`config.mk`:
```
export PLATFORM = sky130hd
export DESIGN_NAME = antilog2
export DESIGN_NICKNAME = d
export VERILOG_FILES = /design/src/rtl/antilog2_pkg.sv /design/src/rtl/antilog2_pow2_frac_rom.sv /design/src/rtl/antilog2.sv
export SDC_FILE = /design/constraint.sdc
export NUM_CORES = 2
export LEC_CHECK = 0
export ABC_AREA = 1
export CORE_ASPECT_RATIO = 1.25
export CORE_MARGIN = 2
export CORE_UTILIZATION = 55
export DETAILED_ROUTE_END_ITERATION = 8
export GPL_TIMING_DRIVEN = 0
export MAX_ROUTING_LAYER = met4
export PLACE_DENSITY = 0.72
export SLEW_MARGIN = 20
export SYNTH_ARGS = -nofsm -noshare
export SYNTH_HDL_FRONTEND = slang
export SYNTH_SLANG_ARGS = --single-unit
export TNS_END_PERCENT = 50
```
`constraint.sdc`:
```
create_clock -name clk -period 10.5 [get_ports clk]
set_input_delay 3.15 -clock clk [delete_from_list [all_inputs] [get_ports clk]]
set_output_delay 3.15 -clock clk [all_outputs]
set_load 0.02 [all_outputs]
```
`src/rtl/antilog2_pkg.sv`:
```
// Shared log-domain definitions: log2 word format, antilog state encoding and
// the 2^(2^-k) constant table used by the shift-and-multiply antilog.
package antilog2_pkg;

  localparam int LOG_INT_W  = 5;
  localparam int LOG_FRAC_W = 27;
  localparam int LOG_W      = LOG_INT_W + LOG_FRAC_W;
  localparam int FRAC_USED  = 16;
  localparam int FRAC_DROP  = LOG_FRAC_W - FRAC_USED;
  localparam int OUT_W      = 32;
  localparam int MANT_W     = 32;
  localparam int CNT_W      = 4;

  localparam logic [MANT_W-1:0] MANT_ONE = 32'h8000_0000;
  localparam logic [OUT_W-1:0]  MAG_SAT  = 32'hFFFF_FFFF;

  typedef enum logic [1:0] {
    IDLE,
    ITER,
    OUT
  } state_e;

  // Latched operand: integer part plus the fraction bits still to be consumed.
  typedef struct packed {
    logic                 sign;
    logic                 zero;
    logic [LOG_INT_W-1:0] int_part;
    logic [FRAC_USED-1:0] frac;
  } operand_t;

  // C[k] = 2^(2^-k) in Q1.31, rounded to nearest; entry i holds k = i + 1.
  localparam logic [MANT_W-1:0] POW2_FRAC_C [FRAC_USED] = '{
    32'hB504_F334, 32'h9837_F052, 32'h8B95_C1E4, 32'h85AA_C368,
    32'h82CD_8699, 32'h8164_D1F4, 32'h80B1_ED50, 32'h8058_D7D3,
    32'h802C_6437, 32'h8016_302F, 32'h800B_179D, 32'h8005_8BAF,
    32'h8002_C5D0, 32'h8001_62E6, 32'h8000_B173, 32'h8000_58B9
  };

  // Q1.31 mantissa in [1,2) scaled by 2^int into Q16.16 (int <= 15 only).
  function automatic logic [OUT_W-1:0] scale_mant(input logic [MANT_W-1:0] mant,
                                                  input logic [3:0]        int_lo);
    logic [3:0] sh;
    sh = 4'd15 - int_lo;
    return mant >> sh;
  endfunction

endpackage

```
`src/rtl/antilog2_pow2_frac_rom.sv`:
```
// Combinational lookup of C[k] = 2^(2^-k); idx 0..15 selects k = 1..16.
module pow2_frac_rom
  import antilog2_pkg::*;
(
  input  logic [CNT_W-1:0]  idx,
  output logic [MANT_W-1:0] c_k
);

  always_comb begin
    c_k = POW2_FRAC_C[idx];
  end

endmodule

```
`src/rtl/antilog2.sv`:
```
// Log2 -> linear converter: 2^(int.frac) via 16 conditional constant multiplies
// on a Q1.31 mantissa, then a shift by the integer part into Q16.16.
module antilog2
  import antilog2_pkg::*;
(
  input  logic             clk,
  input  logic             rst,
  input  logic             in_valid,
  output logic             in_ready,
  input  logic             in_sign,
  input  logic             in_zero,
  input  logic [LOG_W-1:0] in_log,
  output logic             out_valid,
  input  logic             out_ready,
  output logic             out_sign,
  output logic [OUT_W-1:0] out_mag,
  output logic             out_sat
);

  state_e              state_q, state_d;
  logic [CNT_W-1:0]    cnt_q, cnt_d;
  logic [MANT_W-1:0]   mant_q, mant_d;
  operand_t            op_q, op_d;
  logic                out_valid_q, out_valid_d;
  logic                out_sign_q, out_sign_d;
  logic                out_sat_q, out_sat_d;
  logic [OUT_W-1:0]    out_mag_q, out_mag_d;

  logic [MANT_W-1:0]   c_k;
  logic [2*MANT_W-1:0] prod;
  logic                unused_bits;

  pow2_frac_rom u_rom (
    .idx (cnt_q),
    .c_k (c_k)
  );

  // Q1.31 x Q1.31 = Q2.62; the result stays below 2.0, so bits [62:31] are Q1.31.
  assign prod        = {{MANT_W{1'b0}}, mant_q} * {{MANT_W{1'b0}}, c_k};
  assign unused_bits = ^{prod[2*MANT_W-1], prod[MANT_W-2:0], in_log[FRAC_DROP-1:0]};

  always_comb begin
    state_d     = state_q;
    cnt_d       = cnt_q;
    mant_d      = mant_q;
    op_d        = op_q;
    out_valid_d = out_valid_q;
    out_sign_d  = out_sign_q;
    out_sat_d   = out_sat_q;
    out_mag_d   = out_mag_q;

    case (state_q)
      IDLE: begin
        if (in_valid) begin
          state_d          = ITER;
          cnt_d            = '0;
          mant_d           = MANT_ONE;
          op_d.sign        = in_sign;
          op_d.zero        = in_zero;
          op_d.int_part    = in_log[LOG_W-1:LOG_FRAC_W];
          op_d.frac        = in_log[LOG_FRAC_W-1:FRAC_DROP];
        end
      end

      ITER: begin
        // Fraction is consumed MSB first, so frac[MSB] is always bit -(cnt+1).
        if (op_q.frac[FRAC_USED-1]) begin
          mant_d = prod[2*MANT_W-2:MANT_W-1];
        end
        op_d.frac = {op_q.frac[FRAC_USED-2:0], 1'b0};
        cnt_d     = cnt_q + 4'd1;
        if (cnt_q == 4'd15) begin
          state_d = OUT;
        end
      end

      OUT: begin
        if (!out_valid_q) begin
          out_valid_d = 1'b1;
          out_sign_d  = op_q.sign;
          if (op_q.zero) begin
            out_mag_d = '0;
            out_sat_d = 1'b0;
          end else if (op_q.int_part[LOG_INT_W-1]) begin
            out_mag_d = MAG_SAT;
            out_sat_d = 1'b1;
          end else begin
            out_mag_d = scale_mant(mant_q, op_q.int_part[3:0]);
            out_sat_d = 1'b0;
          end
        end else if (out_ready) begin
          out_valid_d = 1'b0;
          state_d     = IDLE;
        end
      end

      default: begin
        state_d = IDLE;
      end
    endcase
  end

  always_ff @(posedge clk) begin
    if (rst) begin
      state_q     <= IDLE;
      cnt_q       <= '0;
      mant_q      <= MANT_ONE;
      op_q        <= '0;
      out_valid_q <= 1'b0;
      out_sign_q  <= 1'b0;
      out_sat_q   <= 1'b0;
      out_mag_q   <= '0;
    end else begin
      state_q     <= state_d;
      cnt_q       <= cnt_d;
      mant_q      <= mant_d;
      op_q        <= op_d;
      out_valid_q <= out_valid_d;
      out_sign_q  <= out_sign_d;
      out_sat_q   <= out_sat_d;
      out_mag_q   <= out_mag_d;
    end
  end

  assign in_ready  = (state_q == IDLE);
  assign out_valid = out_valid_q;
  assign out_sign  = out_sign_q;
  assign out_sat   = out_sat_q;
  assign out_mag   = out_mag_q;

endmodule

```
# --- Word level (Yosys, flattened, before mapping) ---
# Memories as Yosys holds them, arrays and structs flattened.
# Cells that the tools add are included.
word_totals:
  register_bits: 96
  mem_bits_ro: 512
  in_bits: 38
  out_inout_bits: 36
  n_memories: 1
classes:
  add_sub_neg: 2
  mul: 1
  n_lt_le_gt_ge: 1
  n_eq_ne: 8
  n_shift: 1
  mux: 20
  bitwise: 2
  reduce_logical: 7
mem_list:
  columns: ["memory", "depth", "width", "rd", "rd_ports_with_merged_regs", "wr", "line_no", "source"]
  rows:
  - ["(no name shown)", 16, 32, 1, 0, 0, "antilog2_pow2_frac_rom.sv:10", "c_k = POW2_FRAC_C[idx];"]
ops:
  columns: ["cell", "n"]
  rows:
  - ["$mux 32", 6]
  - ["$pmux 32 s2", 1]
  - ["$mul 32x32->63", 1]
  - ["$pmux 16 s2", 1]
  - ["$shr 32x4->32", 1]
  - ["$mux 16", 1]
  - ["$ne 2x2->1 const B", 5]
  - ["$mux 2", 4]
  - ["$pmux 4 s2", 1]
  - ["$pmux 2 s3", 1]
  - ["$reduce_and 2->1", 3]
  - ["$ge 5x5->1 const B", 1]
  - ["$not 4->5", 1]
  - ["$add 4x1->4 const B", 1]
  - ["$eq 4x4->1 const B", 1]
  - ["$mux 1", 4]
  - ["$mux 4", 1]
  - ["$reduce_and 4->1", 1]
  - ["$sub 4x4->4 const A", 1]
  - ["$reduce_and 3->1", 1]
  - ["$eq 2x1->1 const B", 1]
  - ["$eq 2x2->1 const B", 1]
  - ["$logic_not 2->1", 1]
  - ["$reduce_bool 2->1", 1]
  - ["$not 1->1", 1]

# --- Longest topological paths before layout ---
depth:
  ltp_word: 7
  ltp_mapped: 39

# --- By module ---
# Synthesis repeated with hierarchy kept, for this count alone.
unflattened:
  cells_unflattened: 5512
  area_unflattened_um2: 40342.4
modules_own_cells:
  columns: ["mod", "instances", "cells_each", "area_per_inst_um2"]
  rows:
  - ["antilog2", 1, 5388, 39618.0]
  - ["pow2_frac_rom", 1, 124, 724.4]

# --- Worst setup path after synthesis ---
# Ideal clock, no wire load.
synth_timing:
  path_kind: "flip-flop to flip-flop"
  startpoint: "register cnt_q[0]"
  endpoint: "register mant_q[21]"
  setup_ns: 0.134
  arrival_time_ns: 7.290
  setup_slack_ns: 3.076
  stages_incl_launch_ff: 32
  path_buffers: 1
  synth_period_minus_slack_ns: 7.424
  path_cell_list: "dfxtp_1 -> inv_1 -> ha_1 -> inv_1 -> nor2_1 -> inv_1 -> nand3_1 -> nand2_1 -> clkbuf_1 -> nor2_1 -> fa_1 -> inv_1 -> fa_1 -> inv_1 -> fa_1 -> inv_1 -> fa_1 -> inv_1 -> fa_1 -> fa_1 -> fa_1 -> fa_1 -> ha_1 -> nand2_1 -> inv_1 -> a21oi_1 -> a21boi_0 -> o21ai_0 -> a211oi_1 -> nand3b_1 -> nand3_1 -> a21oi_1"
synth_between:
  elab_chain_cells: 7
synth_rtl:
  columns: ["element", "line_no", "source"]
  rows:
  - ["start, declared", "antilog2.sv:21", "logic [CNT_W-1:0] cnt_q, cnt_d;"]
  - ["start signal, assigned", "antilog2.sv:115", "cnt_q <= cnt_d;"]
  - ["$not 4->5 (implied by the code)", "antilog2_pow2_frac_rom.sv:10", null]
  - ["$mem_v2 16x32", null, null]
  - ["$mux 32 (implied by the code) (2 in a row)", "antilog2_pow2_frac_rom.sv:10", null]
  - ["$mul 32x32->63", "antilog2.sv:39", "assign prod = {{MANT_W{1'b0}}, mant_q} * {{MANT_W{1'b0}}, c_k};"]
  - ["$mux 32", "antilog2.sv:67", "if (op_q.frac[FRAC_USED-1]) begin"]
  - ["$pmux 32 s2", "antilog2.sv:52", "case (state_q)"]
  - ["end signal, assigned", "antilog2.sv:116", "mant_q <= mant_d;"]
  - ["end, declared", "antilog2.sv:22", "logic [MANT_W-1:0] mant_q, mant_d;"]
# Every way passes these cells. The select of a mux whose other input is x is not followed.
# A chain may end at the register's enable or synchronous reset.

# --- Worst setup path in the final report ---
layout_timing:
  startpoint: "register cnt_q[0]"
  endpoint: "register mant_q[14]"
# Same word-level chain as after synthesis.

==> impl_summary.log <==
INFO  metric outcome = complete, no violations
INFO  metric reg2reg_depth = 27
INFO  metric route.detailed.wl_per_inst = 28.63 um
INFO  metric drt-vias-per-instance = about 5.9
INFO  metric clock_tree_from_tritoncts = done
INFO  metric grt_antenna_before_repair = 12
INFO  metric place.detailed.hpwl = between 100000 and 150000 um
INFO  metric gp_congestion = 1.128
INFO  metric final_hold_viol_count = 0
INFO  metric syn_inst = 4721
INFO  metric cp_num_buf_inv = 5
INFO  metric cts-buffers-inserted = 9
INFO  metric yosysWarnings = 0
INFO  metric layout-drive-gt1-share = 2.520%
INFO  metric area_grow_syn2layout = 5.760%
INFO  metric timing.clock.skew = 12.23 ps
INFO  metric regToRegSetupSlack = 100 ps
INFO  metric critical_path.reg2reg.startpoint = cnt_q[0]
INFO  metric synth-async-reset-ratio = 0%
INFO  metric crit_type = register to register
INFO  metric maxCapViolCount = 0
INFO  metric coreArea = 66980 sq um
INFO  metric totalWireLength = 162600 um
INFO  metric initial_utilization = 55.65%
INFO  metric rsz_0062_raised_after_global_routing = false
INFO  metric hold_depth = 2
INFO  metric crit_fanout = 10
INFO  metric boundaryPins = between 70 and 80
INFO  metric vias = 33628
INFO  metric register_area = 1922 sq um
INFO  metric cpMaxStageDelayCell = sky130_fd_sc_hd__nor2_2
INFO  metric final-max-slew-violation-count = 0
INFO  metric mappedNetlistNets = roughly 5900
INFO  metric total_leakage_power = ~20 nW
INFO  metric synth_enable_flop_cells = 0
INFO  metric synthesis.area_per_instance = 7.895 sq um
INFO  metric sink_of_the_worst_hold_path = op_q[6]
INFO  metric floorplan.die_area = around 70000 sq um
INFO  metric endpoint_kind = register
INFO  metric clock.fmax = 0.09611 GHz
INFO  metric drtIter0Drc = 3065
INFO  metric cp_data_arrival_time = 10640 ps
INFO  metric fin_tns_setup = 0 ps
INFO  metric die_x = 236.8 um
INFO  metric hold_slack = 469.7 ps
INFO  metric critPathTopFamily = adder cells
INFO  metric synth_seq_area_share = 5.156%
INFO  metric hold_path_class = register to register
INFO  metric cts_num_sinks = 96
INFO  metric final.fill_count = 6534
INFO  metric tightestPinTransition = around 1300 ps
INFO  metric max-clock-path-buffers = 2
INFO  metric power.ir.vdd_worst = 0.1293 mV
INFO  metric port_buffers = 62
INFO  metric relSlewSlack = 12.13%
INFO  metric dieHeight = 295.1 um
INFO  metric layout_worst_path_cycle_share = between 90% and 100%
INFO  metric post_synth_num_cell_types = 51
INFO  metric drt_drc_violations_left = 0
INFO  metric yosys_register_bits = 96
INFO  metric nets = 5991
INFO  metric worst_r2r_endpoint = mant_q[14]
INFO  metric pre_repair_dr_iteration_count = 8
INFO  metric grt_start_max_net_pins = 18
INFO  metric clk_latency = 380 ps
INFO  metric multi_input_area = 30440 sq um
INFO  metric final-setup-viol-count = 0
INFO  metric syn_area = between 30000 and 40000 sq um
INFO  metric placementRows = 106
INFO  metric pwr_density_cell = 97.25 nW/um^2
INFO  metric min-delay-start = op_q[6]
INFO  metric final.min_clock_period = 10400 ps
INFO  metric crit_required = 10730 ps
INFO  metric groute.usage.overall = 49.35%
INFO  metric grt-ovfl-total = 0
INFO  metric drtAntennaViolNets = 0
INFO  metric cp_slowest_stage_delay = ~780 ps
INFO  metric clk_transition_reported_paths = 70 ps
INFO  metric start_kind = register
INFO  metric cts_root_buffer = sky130_fd_sc_hd__clkbuf_16
INFO  metric worst_path_most_repeated_cell = sky130_fd_sc_hd__fa_1
INFO  metric grt_pass1_wl = 235000 um
INFO  metric synth_ff_type = sky130_fd_sc_hd__dfxtp_1
INFO  metric htree_num_levels = 3
INFO  metric grt_pass1_vias = between 30000 and 40000
routing by layer:
metal  part of all wire [%]  routed length (um)  track usage, %
met5                      0                   0               -
met3                     10               17010           13.45
met2                     44               71580           74.25
met4                     11               18440           42.03
met1                     34               55560           54.59
worst reg2reg max path, cell delays in order (launching register included):
cell and delay (ps):
sky130_fd_sc_hd__dfxtp_1 610, sky130_fd_sc_hd__inv_1 280, sky130_fd_sc_hd__ha_1 490, sky130_fd_sc_hd__nand2_1 130
sky130_fd_sc_hd__nor2_2 780, sky130_fd_sc_hd__inv_1 490, sky130_fd_sc_hd__clkbuf_1 510, sky130_fd_sc_hd__nor2_1 280
sky130_fd_sc_hd__fa_1 480, sky130_fd_sc_hd__fa_1 640, sky130_fd_sc_hd__inv_1 80, sky130_fd_sc_hd__fa_1 500
sky130_fd_sc_hd__inv_1 60, sky130_fd_sc_hd__fa_1 490, sky130_fd_sc_hd__fa_1 430, sky130_fd_sc_hd__fa_1 510
sky130_fd_sc_hd__fa_1 430, sky130_fd_sc_hd__ha_1 300, sky130_fd_sc_hd__ha_1 550, sky130_fd_sc_hd__a21oi_1 720
sky130_fd_sc_hd__o21ai_0 290, sky130_fd_sc_hd__a21oi_1 240, sky130_fd_sc_hd__o21ai_0 200, sky130_fd_sc_hd__a21oi_1 160
sky130_fd_sc_hd__nand2_1 100, sky130_fd_sc_hd__nand2_1 70, sky130_fd_sc_hd__nand3_1 100, sky130_fd_sc_hd__a21oi_1 360
cell usage after synthesis (3+ instances only):
library cell	count	share of area (%)
sky130_fd_sc_hd__inv_1	1048	11
sky130_fd_sc_hd__fa_1	863	46
sky130_fd_sc_hd__nand2_1	821	8.3
sky130_fd_sc_hd__nor2_1	752	7.6
sky130_fd_sc_hd__ha_1	293	9.8
sky130_fd_sc_hd__clkbuf_1	181	1.8
sky130_fd_sc_hd__a21oi_1	152	2.0
sky130_fd_sc_hd__o21ai_0	135	1.8
sky130_fd_sc_hd__dfxtp_1	96	5.2
sky130_fd_sc_hd__nand3_1	77	1.0
sky130_fd_sc_hd__a211oi_1	34	0.68
sky130_fd_sc_hd__buf_2	30	0.40
sky130_fd_sc_hd__nor3_1	25	0.34
sky130_fd_sc_hd__o21a_1	21	0.42
sky130_fd_sc_hd__nand3b_1	15	0.30
sky130_fd_sc_hd__a21o_1	14	0.28
sky130_fd_sc_hd__clkinv_1	14	0.14
sky130_fd_sc_hd__buf_1	12	0.12
sky130_fd_sc_hd__mux2i_1	12	0.32
sky130_fd_sc_hd__a31oi_1	11	0.18
sky130_fd_sc_hd__inv_2	9	0.091
sky130_fd_sc_hd__a221oi_1	8	0.19
sky130_fd_sc_hd__nand2_2	8	0.13
sky130_fd_sc_hd__nand4_1	8	0.13
sky130_fd_sc_hd__o211ai_1	8	0.16
sky130_fd_sc_hd__o21bai_1	7	0.14
sky130_fd_sc_hd__nor2_2	6	0.10
sky130_fd_sc_hd__xnor2_1	6	0.14
sky130_fd_sc_hd__a21boi_0	4	0.081
sky130_fd_sc_hd__a21oi_2	4	0.094
sky130_fd_sc_hd__o2111ai_1	4	0.094
sky130_fd_sc_hd__o21ai_2	4	0.094
sky130_fd_sc_hd__o311ai_0	4	0.094
sky130_fd_sc_hd__a21boi_1	3	0.060
sky130_fd_sc_hd__a22oi_1	3	0.060
sky130_fd_sc_hd__nand2_4	3	0.091
sky130_fd_sc_hd__o21ai_1	3	0.040
sky130_fd_sc_hd__or2_1	3	0.050
registers in the layout (all words and copies together), names as in the netlist:
register	cells
out_mag	32
state_q	2
op_q	23
out_sign	1
out_sat	1
out_valid	1
mant_q	32
cnt_q	4
cell usage in the layout, fill, tap and decap left out, types with 12 or more instances in the layout:
master / n
sky130_fd_sc_hd__a211oi_1: 34
sky130_fd_sc_hd__a21o_1: 14
sky130_fd_sc_hd__a21oi_1: 151
sky130_fd_sc_hd__buf_2: 29
sky130_fd_sc_hd__clkbuf_1: 159
sky130_fd_sc_hd__clkbuf_2: 21
sky130_fd_sc_hd__clkdlybuf4s50_1: 62
sky130_fd_sc_hd__clkinv_1: 12
sky130_fd_sc_hd__dfxtp_1: 96
sky130_fd_sc_hd__diode_2: 13
sky130_fd_sc_hd__fa_1: 863
sky130_fd_sc_hd__ha_1: 293
sky130_fd_sc_hd__inv_1: 1047
sky130_fd_sc_hd__mux2i_1: 12
sky130_fd_sc_hd__nand2_1: 821
sky130_fd_sc_hd__nand3_1: 77
sky130_fd_sc_hd__nand3b_1: 15
sky130_fd_sc_hd__nor2_1: 751
sky130_fd_sc_hd__nor3_1: 25
sky130_fd_sc_hd__o21a_1: 21
sky130_fd_sc_hd__o21ai_0: 135
layout make-up:
type                            count  area share [%]
Multi-Input combinational cell   3328           77.20
Inverter                         1072           10.24
Sequential cell                    96           4.875
Tap cell                          864           2.742
Buffer                            223           2.346
Timing Repair Buffer               67           1.679
Clock buffer                       10          0.5808
Clock inverter                      6          0.2476
Antenna cell                       13         0.08252
cell families after synthesis:
family	Yosys count	share of synthesized area, %
flops	96	5.156
xor+xnor	8	0.1880
mux	12	0.3223
compound gates	424	6.646
buf+inv	1297	13.21
fa+ha+maj	1156	56.18
simple gates	1728	18.29
metrics by stage:
| step | cell area, sq um | power [mW] | setup slack, ps | cells | util [%] |
|---|---|---|---|---|---|
| after floorplan | 37270 | 2.064 | 3076 | 4721 | - |
| after global placement | 38980 | 3.263 | 73.95 | 5647 | 58.19 |
| after detailed placement | 39000 | 3.279 | 290.9 | 5648 | 58.24 |
| after CTS | 39330 | 3.696 | 278.0 | 5664 | 58.72 |
| after global routing | 39420 | 4.032 | 102.9 | 5678 | 58.85 |
| final | 39420 | 3.834 | 95.47 | 5679 | 58.86 |
report_power, final:
| part | internal, mW | switching (mW) | leakage [nW] |
|---|---|---|---|
| combinational | 0.935 | 2.09 | 19.1 |
| sequential | 0.390 | 0.0364 | 0.781 |
| clock | 0.213 | 0.172 | 0.160 |
| total | 1.54 | 2.30 | 20.0 |
worst max path at each step:
stage / slack, ps / endpoint / start / cells past startpoint
floorplan: 3080 / mant_q[21] / cnt_q[0] / 31
global placement: 70 / mant_q[13] / cnt_q[0] / 31
detailed placement: 290 / mant_q[13] / cnt_q[0] / 27
CTS: 280 / mant_q[13] / cnt_q[0] / 27
global route: 100 / mant_q[7] / cnt_q[0] / 30
finish: 100 / mant_q[14] / cnt_q[0] / 27
repair_timing:
| action | in CTS | in global routing |
|---|---|---|
| gates resized for setup | 0 | 13 |
| setup endpoints to repair | 0 | 8 |
| hold buffers | 0 | 0 |
| buffers inserted | 0 | 4 |
(Power assumes the default switching activity.)
